--- config.mk ---
export PLATFORM = sky130hd
export DESIGN_NAME = dsram_port_arbiter
export DESIGN_NICKNAME = d
export VERILOG_FILES = /design/src/rtl/dsram_port_arbiter.sv
export SDC_FILE = /design/constraint.sdc
export NUM_CORES = 1
export LEC_CHECK = 0
export BUFFER_PORTS_ARGS = -buffer_cell sky130_fd_sc_hd__buf_2
export CAP_MARGIN = 15
export CORE_AREA = 2 2 119 121
export DETAILED_ROUTE_END_ITERATION = 8
export DIE_AREA = 0 0 121 123
export PLACE_DENSITY = 0.52
export SLEW_MARGIN = 20
export SYNTH_ARGS = -nofsm -noshare
export SYNTH_HDL_FRONTEND = slang
export SYNTH_SLANG_ARGS = --single-unit
--- constraint.sdc ---
create_clock -name clk -period 3.5 [get_ports clk]
set_clock_uncertainty 0.05 [all_clocks]
set_input_delay 0.525 -clock clk [delete_from_list [all_inputs] [get_ports clk]]
set_output_delay 0.525 -clock clk [all_outputs]
set_load 0.02 [all_outputs]
--- src/rtl/dsram_port_arbiter.sv ---
// dsram_port_arbiter: shares the single-port data SRAM between the MEM stage
// (port 0, priority) and an aux master (port 1) with starvation and burst relief.
module dsram_port_arbiter #(
    parameter int RD_LAT     = 1,
    parameter int STARVE_MAX = 4,
    parameter int BURST_MAX  = 8
) (
    input  logic        clk,
    input  logic        rst,
    input  logic        m0_req,
    input  logic [3:0]  m0_wen,
    input  logic [31:0] m0_addr,
    input  logic [31:0] m0_wdata,
    output logic        m0_gnt,
    output logic        m0_rvalid,
    output logic [31:0] m0_rdata,
    output logic        m0_stall,
    input  logic        m1_req,
    input  logic        m1_lock,
    input  logic [3:0]  m1_wen,
    input  logic [31:0] m1_addr,
    input  logic [31:0] m1_wdata,
    output logic        m1_gnt,
    output logic        m1_rvalid,
    output logic [31:0] m1_rdata,
    output logic        sram_en,
    output logic [3:0]  sram_wen,
    output logic [31:0] sram_addr,
    output logic [31:0] sram_wdata,
    input  logic [31:0] sram_rdata
);

    typedef enum logic [1:0] {
        NORM,
        FORCE1,
        BURST1
    } arbState_t;

    typedef struct packed {
        logic valid;
        logic port;
    } rdTag_t;

    localparam logic [2:0] STARVE_LIM = 3'(STARVE_MAX - 1);
    localparam logic [2:0] STARVE_SAT = 3'(STARVE_MAX);
    localparam logic [3:0] BEAT_LAST  = 4'(BURST_MAX);

    arbState_t  state;
    arbState_t  stateNext;
    logic [2:0] starveCnt;
    logic [2:0] starveNext;
    logic [3:0] beatCnt;
    logic [3:0] beatNext;
    logic       m0Gnt;
    logic       m1Gnt;
    logic       m1Refused;
    rdTag_t     tagPipe [RD_LAT];
    rdTag_t     tagIn;
    rdTag_t     tagHead;

    always_ff @(posedge clk or posedge rst) begin
        if (rst) begin
            state     <= NORM;
            starveCnt <= '0;
            beatCnt   <= '0;
        end else begin
            state     <= stateNext;
            starveCnt <= starveNext;
            beatCnt   <= beatNext;
        end
    end

    assign m1Refused = m1_req & ~m1Gnt;

    always_comb begin
        stateNext = state;
        beatNext  = '0;
        unique case (state)
            NORM: begin
                beatNext = (m1Gnt & m1_lock) ? 4'd1 : 4'd0;
                if (m1Gnt && m1_lock)
                    stateNext = BURST1;
                else if (m1Refused && starveCnt == STARVE_LIM)
                    stateNext = FORCE1;
            end
            FORCE1: begin
                beatNext = (m1Gnt & m1_lock) ? 4'd1 : 4'd0;
                if (!m1Gnt)
                    stateNext = NORM;
                else
                    stateNext = m1_lock ? BURST1 : NORM;
            end
            BURST1: begin
                beatNext = m1Gnt ? beatCnt + 4'd1 : 4'd0;
                if (!m1Gnt || beatCnt + 4'd1 == BEAT_LAST)
                    stateNext = NORM;
            end
            default: stateNext = NORM;
        endcase
    end

    // Starvation only counts unbroken runs of refused port 1 requests.
    always_comb begin
        starveNext = starveCnt;
        if (!m1_req || m1Gnt)
            starveNext = '0;
        else if (starveCnt < STARVE_SAT)
            starveNext = starveCnt + 3'd1;
    end

    always_comb begin
        m0Gnt = 1'b0;
        m1Gnt = 1'b0;
        if (!rst) begin
            unique case (state)
                NORM: begin
                    m0Gnt = m0_req;
                    m1Gnt = m1_req & ~m0_req;
                end
                FORCE1: m1Gnt = m1_req;
                BURST1: m1Gnt = m1_req & m1_lock & (beatCnt < BEAT_LAST);
                default: ;
            endcase
        end
    end

    always_comb begin
        m0_gnt     = m0Gnt;
        m1_gnt     = m1Gnt;
        m0_stall   = m0_req & ~m0Gnt & ~rst;
        sram_en    = m0Gnt | m1Gnt;
        sram_wen   = '0;
        sram_addr  = '0;
        sram_wdata = '0;
        if (m0Gnt) begin
            sram_wen   = m0_wen;
            sram_addr  = m0_addr;
            sram_wdata = m0_wdata;
        end else if (m1Gnt) begin
            sram_wen   = m1_wen;
            sram_addr  = m1_addr;
            sram_wdata = m1_wdata;
        end
    end

    // Tag pipe is as deep as the SRAM read latency so the head lines up with sram_rdata.
    assign tagIn = '{valid: sram_en & ~(|sram_wen), port: m1Gnt};

    always_ff @(posedge clk or posedge rst) begin
        if (rst) begin
            for (int i = 0; i < RD_LAT; i++)
                tagPipe[i] <= '0;
        end else begin
            tagPipe[0] <= tagIn;
            for (int i = 1; i < RD_LAT; i++)
                tagPipe[i] <= tagPipe[i-1];
        end
    end

    assign tagHead   = tagPipe[RD_LAT-1];
    assign m0_rvalid = tagHead.valid & ~tagHead.port;
    assign m1_rvalid = tagHead.valid & tagHead.port;
    assign m0_rdata  = m0_rvalid ? sram_rdata : '0;
    assign m1_rdata  = m1_rvalid ? sram_rdata : '0;

endmodule

==> metrics <==
Critical Path AT=2.33 ns; Worst Path Required=2.92 ns; fraction of registers with async set/reset=100%; drt pass-1 iters=4; H-tree depth=1; Tcrit/Tclk final=83.1%; most frequent cell after synthesis=a22o_1; sum of negative setup slack=0 ns; crit-path max FO=70; outcome=finished, final reports clean; vias in the first global route=2,500; first-pass GRT wire length=12,200 um; post-synth top area cell=a22o_1; Vias=2,937; worst setup path startpoint=beatCnt[3]; Top FF cell, synth=dfrtp_1; Pwr Density=between 200 and 250 mW/mm^2; Die Span Y=123 um; synthesis-stage register bit count=11; TritonCTS clock tree=done; setup bufs post-CTS=0; TritonCTS buffer count=3; area delta synth->final=101%; placed cells=683; Seq/Total Area, Yosys=15.7%; die width=approximately 120 um; Worst Hold Class=in2async; Leak Pwr=between 2 and 2.5 nW; worst-margin pin slew=0.813 ns; post-route insts no fill=687; RSZ-0062 raised after global routing=no; CTS Hold Bufs=0; Post-synth top cells=a22o_1, and2_1, and3_1; Distinct cells, synth=34; post-route ant nets=0; PortBufs=310; final hold violation count=0; ratio of cells with drive above 1 in the final layout=63.3%; FMAX=approximately 0.34 GHz; maximum resistive drop on vdd=0.160 mV; Post-synth EDFFs=0; largest net degree at the start of global routing=around 70; Synth Net Count=between 300 and 400; die area=0.0149 sq mm; crit path time final=2.91 ns; Synth Warn #=0; via/cell ratio=4.28; Synth area leaders=a22o_1, dfrtp_1, and2_1, and3_1, clkbuf_1; Core Rows=43; Congestion Overflow GR=0; Initial Util=12.9%; clock buffer depth=2; core area=0.0136 sq mm; Post-Route WL=9250 um; cells after synthesis=214; worst r2r src=beatCnt[3]; clk root buf=clkbuf_16; Reg clk slew, reported paths=around 0.040 ns; routed length per placed instance=13.5 um; Final Max Slew Viols=0; diode count=0; Mapped Area=between 0.0015 and 0.002 sq mm; CP startpoint kind=register; Clock Sinks=11; total track usage=10.1%; Finish-stage setup viols=0; Slew HR=approximately 46%; final net count=about 700; Placer Congestion=~0.81; CP Capture Type=primary output; worst skew pair latency=0.23 ns; 1st-iter DRT viols=approximately 130; average cell area after synthesis=8.18 sq um; max-cap violations=0; Detail Placement HPWL=7750 um; initial antenna violation count=0; drt drc=0; post-CTS sizing=0; proportion of netlist area held by the largest area contributor=34.0%; Ports=311; worst setup path class=reg2out
==> metal layers <==
metal / GRT usage [%] / vias up / share of wire (%)
met5: 0 / - / 0
met4: 1.74 / 0 / 0.43
met3: 1.06 / 2 / 9.6
met2: 17.5 / 194 / 50
met1: 13.6 / 1332 / 40
li1: - / 1409 / -
==> where the power goes <==
| part | total (mW) | internal (mW) | leakage [nW] | switching [mW] |
|---|---|---|---|---|
| sequential | 0.146 | 0.133 | 0.151 | 0.0125 |
| clock | 0.204 | 0.152 | 0.0382 | 0.0514 |
| combinational | 0.377 | 0.171 | 2.10 | 0.207 |
| total | 0.727 | 0.456 | 2.29 | 0.270 |
==> flip-flops by register name, indices dropped and copies added, names as in the netlist <==
signal     flops
beatCnt        4
starveCnt      3
state          2
tagHead        2
==> logic make-up after synthesis <==
group | count (synthesis) | share of synthesized area [%]
AO/OA/AOI/OAI | 75 | 38.5
AND/OR/NAND/NOR | 91 | 32.5
multiplexers | 1 | 0.572
XOR/XNOR | 4 | 2.00
buffers and inverters | 29 | 8.58
flip-flops | 11 | 15.7
adder cells (fa/ha/maj) | 3 | 2.14
==> worst paths after layout <==
| check | to | slack, ns | depth (start not counted) |
|---|---|---|---|
| max | sram_wdata[11] | 0.59 | 5 |
| min reg2reg | starveCnt[1] | 0.55 | 2 |
| min in group clk | state[0] | 0.50 | 3 |
| max reg2reg | tagHead[1] | 1.48 | 4 |
| min | state[0] | 0.30 | 2 |
| max in group asynchronous | beatCnt[2] | 2.80 | 2 |
==> metrics by stage <==
| stage | hold WS [ns] | power (mW) | instance area, sq um | utilization, % | setup WS, ns |
|---|---|---|---|---|---|
| floorplan | 0.327 | 0.341 | 1750 | - | 1.00 |
| global placement | 0.517 | 0.519 | 3450 | 25.3 | 0.699 |
| detailed placement | 0.538 | 0.523 | 3450 | 25.3 | 0.654 |
| CTS | 0.310 | 0.732 | 3530 | 25.9 | 0.566 |
| global route | 0.335 | 0.771 | 3530 | 25.9 | 0.450 |
| finish | 0.298 | 0.727 | 3530 | 25.9 | 0.592 |
==> final cells by class <==
type,count,area [sq um]
repair buffers,314,1610
multi-input cells,174,1330
clock buffers,4,78.8
well taps,180,225
fillers,1492,10100
inverters,4,15.0
flip-flops and latches,11,275
==> critical path: stages, from the launching register on <==
cell,delay [ns]
dfrtp_1,0.41
or3b_1,0.47
a2111oi_4,0.45
buf_12,0.31
a22o_1,0.22
buf_2,0.17
==> placed cells by master (no fill, tap or decap), drive strengths merged <==
cell type,Yosys,final
a2111oi,1,1
a211o,1,1
a211oi,2,2
a221oi,1,1
a22o,68,68
and2,33,33
and3,32,32
and4b,1,1
buf,10,314
clkbuf,15,4
clkinv,1,1
dfrtp,11,11
ha,3,3
inv,3,3
mux2i,1,1
nand2,2,2
nand2b,3,3
nand3,2,2
nor2,5,5
nor2b,2,2
nor3,2,2
nor3b,4,4
o21a,1,1
o311a,1,1
or2,1,1
or3,1,1
or3b,1,1
or4b,2,2
xnor2,1,1
xor2,3,3
No activity file was read; power rests on OpenSTA's default activity.
